**config.mk**
```make
export PLATFORM = sky130hd
export DESIGN_NAME = digit_serial_addsub
export DESIGN_NICKNAME = d
export VERILOG_FILES = /design/src/rtl/digit_serial_addsub.sv
export SDC_FILE = /design/constraint.sdc
export NUM_CORES = 1
export LEC_CHECK = 0
export BUFFER_PORTS_ARGS = -buffer_cell sky130_fd_sc_hd__buf_2
export CORE_MARGIN = 1.5
export CORE_UTILIZATION = 50
export DETAILED_ROUTE_END_ITERATION = 10
export HOLD_SLACK_MARGIN = 0.1
export MAX_ROUTING_LAYER = met4
export PLACE_DENSITY = 0.82
export SLEW_MARGIN = 20
export SYNTH_ARGS = -nofsm -noshare
export SYNTH_HDL_FRONTEND = slang
export SYNTH_SLANG_ARGS = --single-unit
```
**constraint.sdc**
```tcl
create_clock -name clk -period 2.36 [get_ports clk]
set_input_delay 0 -clock clk [delete_from_list [all_inputs] [get_ports clk]]
set_output_delay 0 -clock clk [all_outputs]
set_load 0.01 [all_outputs]
```
**src/rtl/digit_serial_addsub.sv**
```systemverilog
// digit_serial_addsub: multi-cycle adder/subtractor, DIGIT bits per clock.
// One narrow adder slice reused over NDIG cycles with a registered carry.
//
// Ports:
//   clk, rst          clock, async active-high reset
//   in_valid/in_ready operand handshake (ready only in IDLE)
//   x, y, cin, sub    operands; sub=1 computes x-y-cin
//   out_valid/ready   result handshake, result held under backpressure
//   sum, carry        result mod 2^WIDTH, raw carry out of MSB
//   overflow          two's-complement overflow
module digit_serial_addsub #(
   parameter int WIDTH = 8,
   parameter int DIGIT = 2
) (
   input  logic             clk,
   input  logic             rst,
   input  logic             in_valid,
   output logic             in_ready,
   input  logic [WIDTH-1:0] x,
   input  logic [WIDTH-1:0] y,
   input  logic             cin,
   input  logic             sub,
   output logic             out_valid,
   input  logic             out_ready,
   output logic [WIDTH-1:0] sum,
   output logic             carry,
   output logic             overflow
);

   localparam int NDIG = WIDTH / DIGIT;
   localparam int CW = (NDIG > 1) ? $clog2(NDIG) : 1;
   localparam logic [CW-1:0] LAST = CW'(NDIG - 1);

   typedef enum logic [1:0] {
      IDLE,
      RUN,
      DONE
   } state_t;

   state_t state, state_nx;

   logic [WIDTH-1:0] xr, br, sr, sr_nx, sum_q;
   logic             cr, carry_q, ovf_q;
   logic [CW-1:0]    cnt;
   logic [DIGIT:0]   dsum;
   logic             last, msb_cin;

   assign dsum = {1'b0, xr[DIGIT-1:0]}
               + {1'b0, br[DIGIT-1:0]}
               + {{DIGIT{1'b0}}, cr};

   // New digit enters at the top; widened first so DIGIT==WIDTH works.
   assign sr_nx = WIDTH'({dsum[DIGIT-1:0], sr} >> DIGIT);

   assign last = (cnt == LAST);

   // On the final digit the operand regs hold the MSBs, so the carry
   // into bit WIDTH-1 falls out of the digit sum's top bit.
   assign msb_cin = dsum[DIGIT-1] ^ xr[DIGIT-1] ^ br[DIGIT-1];

   always_ff @(posedge clk or posedge rst) begin
      if (rst) state <= IDLE;
      else     state <= state_nx;
   end

   always_comb begin
      state_nx  = state;
      in_ready  = 1'b0;
      out_valid = 1'b0;
      unique case (state)
         IDLE: begin
            in_ready = !rst;
            if (in_valid && !rst) state_nx = RUN;
         end
         RUN: begin
            if (last) state_nx = DONE;
         end
         DONE: begin
            out_valid = 1'b1;
            if (out_ready) state_nx = IDLE;
         end
         default: state_nx = IDLE;
      endcase
   end

   always_ff @(posedge clk or posedge rst) begin
      if (rst) begin
         xr      <= '0;
         br      <= '0;
         cr      <= 1'b0;
         sr      <= '0;
         cnt     <= '0;
         sum_q   <= '0;
         carry_q <= 1'b0;
         ovf_q   <= 1'b0;
      end else if (state == IDLE && in_valid) begin
         xr  <= x;
         br  <= sub ? ~y : y;
         cr  <= sub ? ~cin : cin;
         sr  <= '0;
         cnt <= '0;
      end else if (state == RUN) begin
         xr  <= xr >> DIGIT;
         br  <= br >> DIGIT;
         cr  <= dsum[DIGIT];
         sr  <= sr_nx;
         cnt <= cnt + CW'(1);
         if (last) begin
            sum_q   <= sr_nx;
            carry_q <= dsum[DIGIT];
            ovf_q   <= msb_cin ^ dsum[DIGIT];
         end
      end
   end

   assign sum      = sum_q;
   assign carry    = carry_q;
   assign overflow = ovf_q;

endmodule

```
== Yosys cells after proc, flatten, opt, wreduce, memory -nomap -nowiden ==
Cells that the tools add are included.

* Bits in registers: 39
* Output and inout port bits: 12
* Logic and storage cells: 49

* Add/sub/neg operators: 3
* Equal/unequal tests: 6
* Muxes and demuxes: 18
* Bitwise operators: 6
* Reduce and logical (&&, ||, !) cells: 7

{| class="wikitable"
|+ Operators with widths
! kind !! count
|-
| $mux W8 || 7
|-
| $mux W2 || 5
|-
| $not A8 Y8 || 1
|-
| $ne A2 B2 Y1 const B || 3
|-
| $pmux W2 S3 || 1
|-
| $reduce_and A3 Y1 || 2
|-
| $mux W1 || 5
|-
| $eq A2 B2 Y1 const B || 2
|-
| $add A2 B2 Y3 || 1
|-
| $add A3 B1 Y3 || 1
|-
| $xor A1 B1 Y1 || 3
|-
| $add A2 B1 Y2 const B || 1
|-
| $eq A2 B1 Y1 const B || 1
|-
| $logic_and A1 B1 Y1 || 2
|-
| $logic_not A2 Y1 || 1
|-
| $not A1 Y1 || 2
|-
| $reduce_bool A2 Y1 || 1
|-
| $logic_not A1 Y1 || 1
|}

== Logic depth before layout (Yosys ltp) ==
Gate-level depths: netlist of run 1.

* Word-level depth: 5
* Mapped depth: 6

== Worst setup path after synthesis of run 1 ==
OpenSTA, ideal clock, no wires.

* Kind: register to register
* Start: register xr[0]
* End: register ovf_q (netlist: overflow)
* Arrival time: 1.660 ns
* Data required time: 2.232 ns
* Slack: 0.572 ns
* Cell stages (with the launch flop): 7
* Path buffers: 0
* Path through: dfrtp_1 -> fa_1 -> inv_1 -> fa_1 -> xnor2_1 -> xnor2_1 -> o21ai_0

* Cells in the longest elaborated chain, start to end: 5

{| class="wikitable"
|+ Ends and longest elaborated chain
! what !! RTL line !! RTL
|-
| from (decl) || 42 || <nowiki>logic [WIDTH-1:0] xr, br, sr, sr_nx, sum_q;</nowiki>
|-
| from (signal assigned) || 103 || <nowiki>xr <= xr >> DIGIT;</nowiki>
|-
| $add A2 B2 Y3 (*) || 49 || <nowiki>+ {1'b0, br[DIGIT-1:0]}</nowiki>
|-
| $add A3 B1 Y3 (*) || 50 || <nowiki>+ {{DIGIT{1'b0}}, cr};</nowiki>
|-
| $xor A1 B1 Y1 (2 in series) || 59 || <nowiki>assign msb_cin = dsum[DIGIT-1] ^ xr[DIGIT-1] ^ br[DIGIT-1];</nowiki>
|-
| $xor A1 B1 Y1 (*) || 111 || <nowiki>ovf_q <= msb_cin ^ dsum[DIGIT];</nowiki>
|-
| to (signal assigned) || 111 ||
|-
| to (decl) || 43 || <nowiki>logic cr, carry_q, ovf_q;</nowiki>
|}

Mark *: on every way between the ends. The rest lies on a longest branch, timed or not.
A chain may end at the register's enable or synchronous reset.

== Worst setup path in the final report of run 1 ==
Ends and elaborated chain as after synthesis.

==> results of run 1 <==
-- metal layers --
layer	up-vias	wire [um]
met5	-	0
met4	0	59
met3	9	164
met2	40	1640
met1	621	1610
li1	667	-
-- worst max-delay path: cells and delay by family, from the launching register on --
| kind | cells | cell delay [ps] |
|---|---|---|
| xor gates and xnor gates | 2 | 340 |
| buffers and inverters | 1 | 70 |
| AOI/OAI and AO/OA | 1 | 90 |
| DFF | 1 | 430 |
| adders and majority gates | 2 | 870 |
-- cell type report --
cell class	count	share of cell area
Clock inverter	3	0.00800
Inverter	6	0.0103
Timing Repair Buffer	56	0.177
Tap cell	46	0.0263
Clock buffer	5	0.0171
Sequential cell	37	0.423
Multi-Input combinational cell	115	0.338
-- flip-flops by register name, summed over array words and instances, names as in the netlist --
register  count
br            8
sum           8
xr            8
sr            6
cnt           2
state         2
carry         1
cr            1
overflow      1
-- logic make-up (layout without fill, tap and decap cells) --
kind of cell | after synthesis | count (layout) | share of synthesized area
AO/OA/AOI/OAI | 24 | 24 | 0.0940
XOR/XNOR | 12 | 12 | 0.0589
adder cells (fa/ha/maj) | 3 | 3 | 0.0295
buffers and inverters | 17 | 70 | 0.0653
flip-flops | 37 | 37 | 0.519
multiplexers | 7 | 7 | 0.0442
AND/OR/NAND/NOR | 69 | 69 | 0.189
-- metrics by stage --
step	hold WS, ps	cells	util
2_1_floorplan	46.7	169	-
3_3_place_gp	141	240	0.571
3_5_place_dp	160	240	0.571
4_1_cts	110	268	0.646
5_1_grt	132	268	0.646
6_report	127	268	0.646
-- report_power, final --
part	switching, mW	total [mW]	leakage [nW]	internal (mW)
clock	0.220	0.333	0.0310	0.112
combinational	0.636	1.15	0.604	0.518
sequential	0.207	1.13	0.469	0.920
total	1.06	2.61	1.10	1.55
-- worst paths after layout --
check,cells past startpoint,to
min in group asynchronous,3,sr[5]
worst max-delay path,6,overflow
worst min-delay path,3,br[6]
worst max register to register,6,overflow
max in group asynchronous,4,br[3]
worst min register to register,2,carry
-- cells in the final DEF, fill, tap and decap left out, types with 2 or more instances in the layout --
cell	n
clkinv_2	2
a22oi_1	6
inv_1	6
o21ai_0	5
clkbuf_4	5
buf_2	33
nand3_1	8
nand3_2	3
nor2_1	7
mux2_2	6
xor2_1	5
o21ai_2	3
a31oi_1	5
fa_1	2
xnor2_1	7
dfrtp_1	37
dlygate4sd3_1	20
buf_4	3
nand2_1	42
==> results_dict.tcl, run 1 <==
set metrics [dict create \
    crit_path_start_kind "register" \
    max_cap_violations 0 \
    drt-initial-drc-count 66 \
    cts_resized 0 \
    syn-num-nets 194 \
    synth_area_leader_cell "dfrtp_1" \
    antenna_left 0 \
    rows 21 \
    slew_headroom 0.518 \
    r2r_setup_slack_ps 450 \
    ios 34 \
    grt_util_met3 0.0703 \
    worstSetupStartpoint "xr[0]" \
    overflow 0 \
    critPathRequiredTime_ps 2600 \
    crit_path_cell_trace "fa_1, inv_1, fa_1, xnor2_1, xnor2_1, o21ai_0" \
    grt-busiest-layer "met2" \
    clockRootBuffer "clkbuf_4" \
    vias_per_cell 4.99 \
    synth_most_common_cell "nand2_1" \
    setup_viol 0 \
    clkLatencyLatePin_ps 350 \
    crit_path_max_incr_delay_ps 450 \
    post-cts-setup-buffers 0 \
    syn_avg_cell_area_um2 10.6 \
    rsz0062_at_grt "false" \
    finalPower_mw 2.61 \
    vias 1337 \
    synth_edf_count 0 \
    synth_ff_type "dfrtp_1" \
    vdd_drop_max_v 0.000554 \
    post-place-ws_ps 440 \
    antenna_found_initial 0 \
    hp-class "input port to register" \
    fin_worst_skew_ps 10.7 \
    portBuffers 33 \
    dpl.hpwl_um 2280 \
    layout_setup_ws_ps 447 \
    yosysTopAreaCellShare 0.519 \
    max_freq_mhz 523 \
    synth_cells 169 \
    synthTopCellsByArea "dfrtp_1 52%, nand2_1 8.8%, mux2_2 3.8%" \
    multiInputGateArea_um2 741 \
    yosys_register_bits 37 \
    period_needed_ps 1910 \
    period_share 0.810 \
    firstDrtPassIters 4 \
    critPathArrivalTime_ps 2150 \
    path_class "register to register" \
    routabilityCongestion 0.805 \
    crit_fanout 3 \
    die_y_um 62.7 \
    netlist_area_um2 1780 \
    crit_slowest_cell "fa_1" \
    p_leak_nw 1.10 \
    htree_levels 2 \
    status "complete, no violations" \
    ys_types 33 \
    hp-start "sub" \
    core_area_um2 3390 \
    final_net_count 246 \
    grt_pass1_wl_um 6110 \
    drc 0 \
    routed_wl_um 3470 \
    cts_buffer_depth 2 \
    drive_gt1_frac 0.266 \
    path_clk_slew_ps 110 \
    synth_commonest_cells "42 x nand2_1, 37 x dfrtp_1, 8 x nand3_1, 7 x nor2_1, 7 x xnor2_1" \
    dpl_cell_area_um2 1930 \
    grt_use_total 0.208 \
    async_flop_share 1.00 \
    final_max_slew_viol_count 0 \
    yosysWarningCount 0 \
    fin_area_um2 2190 \
    grt_max_degree 21 \
    grt_use_met2 0.325 \
    die_x_um 62.7 \
    regArea_um2 926 \
    die_area_um2 3930 \
    crit_path_end_kind "register" \
    gr-usage-met1 0.254 \
    start_util 0.526 \
    wl_per_cell_um 12.9 \
    cts_buffers 5 \
    finalHoldViolCount 0 \
    power.density_nw_per_um2 1190 \
    syn_to_final_growth_pct 22.8 \
    clock_sinks 37 \
    fillers 292 \
    grt_pass1_vias 1331 \
    reg2reg_from "xr[0]" \
    cts_tree "built" \
    finalSetupTns_ps 0 \
    hold_buffers 20 \
    ys_seq_area_frac 0.519 \
    worst_slew_pin_slew_ps 723 \
    antenna_cells 0 \
]
(Power assumes the default switching activity.)
==> inputs of run 2 (changes only) <==
- clock period: 2.36 -> 1.9 ns (I/O delays scaled with it)
==> results_dict.tcl, run 2 (synthesis results as in run 1) <==
set metrics [dict create \
    drive_gt1_frac 0.283 \
    finalPower_mw 3.42 \
    endpoint "overflow" \
    setup_viol 0 \
    cts_buffers 5 \
    antenna_found_initial 0 \
    vdd_drop_max_v 0.000675 \
    layout_setup_ws_ps 79.1 \
    wl_per_cell_um 12.6 \
    clkLatencyLatePin_ps 350 \
    reg2regPathDepth 6 \
    period_needed_ps 1820 \
    routabilityCongestion 0.773 \
    firstDrtPassIters 4 \
    clockRootBuffer "clkbuf_4" \
    crit_path_start_kind "register" \
    slew_headroom 0.543 \
    path_class "register to register" \
    reg2reg_from "xr[0]" \
    syn_to_final_growth_pct 24.8 \
    final_max_slew_viol_count 0 \
    p_leak_nw 1.12 \
    grt_pass1_vias 1308 \
    clock_sinks 37 \
    core_area_um2 3390 \
    layout_commonest_cell "nand2_1" \
    path_clk_slew_ps 110 \
    finalHoldViolCount 0 \
    vias_per_cell 5.06 \
    vias 1361 \
    worstSetupStartpoint "xr[0]" \
    fin_worst_skew_ps 7.87 \
    grt_max_degree 27 \
    ios 34 \
    cts_buffer_depth 2 \
    power.density_nw_per_um2 1540 \
    p_seq_frac 0.402 \
    drt-initial-drc-count 51 \
    post-place-ws_ps -12.2 \
    cts_tree "built" \
    p_comb_frac 0.475 \
    layout_common_cells "42 x nand2_1, 37 x dfrtp_1, 33 x buf_2" \
    worst_slew_pin_slew_ps 686 \
    crit_fanout 2 \
    internal_power_mw 2.08 \
    start_util 0.526 \
    status "complete, no violations" \
    r2r_setup_slack_ps 80 \
    portBuffers 33 \
    final_net_count 248 \
    switchingPower_mw 1.34 \
    max_cap_violations 0 \
    routed_wl_um 3380 \
    die_x_um 62.7 \
    clkPwrFrac 0.123 \
    rows 21 \
    antenna_left 0 \
    overflow 0 \
    die_y_um 62.7 \
    final_cells 269 \
    grt_pass1_wl_um 5790 \
    drc 0 \
    hp-class "input port to register" \
    critPathRequiredTime_ps 2140 \
    dpl.hpwl_um 2190 \
    placed_cells 242 \
    regToRegEndpoint "overflow" \
    crit_path_end_kind "register" \
    period_share 0.958 \
    critPathArrivalTime_ps 2060 \
    rsz0062_at_grt "true" \
    die_area_um2 3930 \
    grt_use_total 0.196 \
    swShare 0.392 \
    antenna_cells 0 \
    fillers 266 \
    max_freq_mhz 549 \
    hold_slack_ps 121 \
    htree_levels 2 \
]
-- run 2: cell count changes in the layout (fill, tap and decap cells not counted), sizes merged --
cell         before  now
clkinvlp          1    0
dlygate4sd3      20   19
buf              36   39
clkinv            2    0
clkbuf            5    7
-- run 2: repair_timing --
action                                 4_1_cts  5_1_grt
endpoints found under the hold margin       31        0
setup endpoints to repair                    1        1
resized for setup                            2        2
setup buffers                                1        0
pin swaps                                    3        2
hold buffers                                19        0
-- run 2: how the worst min path moves through the flow --
stage	cells after the start	slack [ps]	endpoint	from
2_1_floorplan	1	50	in_ready	rst
3_3_place_gp	2	80	sum[5]	rst
3_5_place_dp	2	90	sr[7]	rst
4_1_cts	5	120	xr[5]	in_valid
5_1_grt	5	120	xr[2]	in_valid
6_report	5	120	xr[5]	in_valid
-- run 2: routing by layer --
layer | part of all wire | global-route usage | vias up
met1 | 0.45 | 0.236 | 641
met3 | 0.056 | 0.0541 | 8
li1 | - | - | 666
met2 | 0.47 | 0.319 | 46
met5 | 0 | - | -
met4 | 0.016 | 0.0667 | 0
-- run 2: worst max-delay path: stages, from the launching register on --
cell and delay [ps]:
dfrtp_1 420, fa_2 390, inv_2 60, fa_1 460, xnor2_2 160, xnor2_1 150
o21ai_1 80
-- run 2: layout make-up --
type / instances / area, um2 / area share
Clock buffer: 7 / 55.1 / 0.0247
Inverter: 6 / 22.5 / 0.0101
Multi-Input combinational cell: 115 / 751 / 0.337
Sequential cell: 37 / 926 / 0.416
Tap cell: 46 / 57.6 / 0.0259
Timing Repair Buffer: 58 / 413 / 0.186
-- run 2: per-stage QoR --
stage / util / setup TNS, ps / cell area, um2
global route: 0.656 / -16.8 / 2220
detailed placement: 0.579 / -12.2 / 1960
CTS: 0.654 / 0 / 2220
floorplan: - / 0 / 1780
finish: 0.656 / 0 / 2220
global placement: 0.579 / 0 / 1960
-- run 2: power by group through the flow --
stage / clock, mW / sequential [mW] / combinational (mW)
2_1_floorplan: 0 / 1.37 / 1.20
3_3_place_gp: 0 / 1.37 / 1.45
3_5_place_dp: 0 / 1.39 / 1.50
4_1_cts: 0.428 / 1.37 / 1.59
5_1_grt: 0.465 / 1.42 / 1.84
6_report: 0.422 / 1.38 / 1.63
==> inputs of run 3 (changes only) <==
- ABC_AREA: unset -> 1
==> results_dict.tcl, run 3 <==
set metrics [dict create \
    portBuffers 33 \
    firstDrtPassIters 4 \
    crit_path_max_incr_delay_ps 580 \
    cts_buffers 5 \
    critPathRequiredTime_ps 2160 \
    p_seq_frac 0.374 \
    clkLatencyLatePin_ps 360 \
    synth_most_common_cell "nand2_1" \
    clockRootBuffer "clkbuf_4" \
    fin_worst_skew_ps 16.2 \
    synthTopCellsByArea "dfrtp_1 51%, nand2_1 16%, o21ai_2 4.3%" \
    cp_common_cell "dlygate4sd3_1" \
    ys_types 22 \
    slew_headroom 0.791 \
    worst_slew_pin_slew_ps 313 \
    routabilityCongestion 0.753 \
    synth_ff_type "dfrtp_1" \
    cts_tree "built" \
    synth_top_family_by_area "simple AND/OR/NAND/NOR gates" \
    critPathArrivalTime_ps 2120 \
    grt_pass1_vias 1504 \
    drt-initial-drc-count 82 \
    overflow 0 \
    internal_power_mw 2.02 \
    dpl.hpwl_um 2370 \
    grt_max_degree 20 \
    p_comb_frac 0.503 \
    path_class "input port to register" \
    synth_commonest_cells "78 x nand2_1, 37 x dfrtp_1, 20 x inv_1, 11 x nand2_2, 9 x o21ai_2" \
    syn_avg_cell_area_um2 8.87 \
    wl_per_cell_um 12.5 \
    synth_compound_area_frac 0.105 \
    drive_gt1_frac 0.296 \
    switchingPower_mw 1.52 \
    core_area_um2 3420 \
    p_leak_nw 1.23 \
    period_share 0.979 \
    finish.utilization 0.702 \
    start_util 0.535 \
    netlist_area_um2 1830 \
    crit_slowest_cell "dlygate4sd3_1" \
    crit_fanout 1 \
    max_cap_violations 0 \
    crit_path_end_kind "register" \
    ys_seq_area_frac 0.507 \
    path_clk_slew_ps 120 \
    fin_area_um2 2400 \
    synth_cells 206 \
    clock_sinks 37 \
    final_net_count 301 \
    htree_levels 2 \
    die_area_um2 4030 \
    crit_path_start_kind "input port" \
    vias_per_cell 4.84 \
    swShare 0.429 \
    setup_viol 0 \
    yosysWarningCount 0 \
    die_x_um 63.4 \
    final_max_slew_viol_count 0 \
    clkPwrFrac 0.123 \
    hold_slack_ps 142 \
    finalPower_mw 3.54 \
    die_y_um 63.4 \
    synthXorXnorAreaFrac 0.0384 \
    routed_wl_um 4030 \
    drc 0 \
    yosysTopAreaCellShare 0.507 \
    synthAdderAreaFrac 0.0288 \
    synth_mux_area_frac 0 \
    ios 34 \
    layout_commonest_cell "nand2_1" \
    antenna_found_initial 0 \
    vdd_drop_max_v 0.000858 \
    max_freq_mhz 538 \
    finalHoldViolCount 0 \
    syn-num-nets 231 \
    rows 21 \
    dpl_cell_area_um2 2030 \
    yosys_register_bits 37 \
    async_flop_share 1.00 \
    hp-class "input port to register" \
    grt_pass1_wl_um 6800 \
    grt_use_total 0.228 \
    status "complete, no violations" \
    syn_to_final_growth_pct 31.3 \
    antenna_left 0 \
    cts_buffer_depth 2 \
    layout_common_cells "78 x nand2_1, 37 x dfrtp_1, 33 x buf_2" \
    synth_edf_count 0 \
    yosys.area_share.simple 0.240 \
    period_needed_ps 1860 \
    vias 1563 \
    crit_path_cell_trace "dlygate4sd3_1, buf_2, xnor2_1, dlygate4sd3_1, o21ai_0, dlygate4sd3_1" \
    power.density_nw_per_um2 1480 \
    synth_area_leader_cell "dfrtp_1" \
    antenna_cells 0 \
]
run 3: critical path, delay by kind of cell:
family / cells / cell delay (ps)
xor+xnor: 1 / 190
compound gates: 1 / 70
buf+inv: 4 / 1870
run 3: power groups by stage:
stage	clock network [mW]	logic [mW]	registers [mW]
final	0.435	1.78	1.33
after global routing	0.481	2.04	1.36
after CTS	0.443	1.64	1.32
after detailed placement	0	1.54	1.34
after global placement	0	1.50	1.31
after floorplan	0	1.19	1.33
run 3: path summary, 6_finish.rpt:
check                      startpoint     end  slack (ps)  cells past startpoint
max                              y[7]   br[7]          40                      6
min                               sub      cr         140                      5
min reg2reg                    sum[5]  sum[5]         490                      2
min in group asynchronous         rst  sum[3]         210                      4
max in group asynchronous         rst   br[5]        1480                      4
max reg2reg                  state[0]   br[2]          90                      8
run 3: per-layer routing:
layer | vias to the layer above | GRT usage | wire length (um)
met3 | 9 | 0.0625 | 199
met1 | 722 | 0.277 | 1780
met5 | - | - | 0
li1 | 784 | - | -
met2 | 48 | 0.359 | 1960
met4 | 0 | 0.0951 | 93
run 3: what timing repair did:
item,4_1_cts,5_1_grt
endpoints found under the setup margin,0,4
buffers inserted,0,4
endpoints found under the hold margin,56,0
gates resized for setup,0,5
hold buffers,27,0
run 3: per-stage QoR:
step / setup slack [ps] / cells / setup TNS (ps)
finish: 40.2 / 323 / 0
detailed placement: 64.5 / 284 / 0
CTS: 19.7 / 319 / 0
floorplan: 134 / 206 / 0
global route: -5.19 / 323 / -5.19
global placement: 86.3 / 284 / 0
run 3: final cells by class:
class                      count  area, um2
inverter                      23       88.8
fill                         262       1020
sequential                    37        926
clock inverter                 3       21.3
timing repair buffer          70        510
tap                           46       57.6
clock buffer                   5       37.5
multi-input combinational    139        757
run 3: cell families (layout without fill, tap and decap cells):
logic type               after synthesis  count (layout)
buffers and inverters                 30             101
AND/OR/NAND/NOR                      102             102
flip-flops                            37              37
adder cells (fa/ha/maj)                3               3
AO/OA/AOI/OAI                         26              26
XOR/XNOR                               8               8
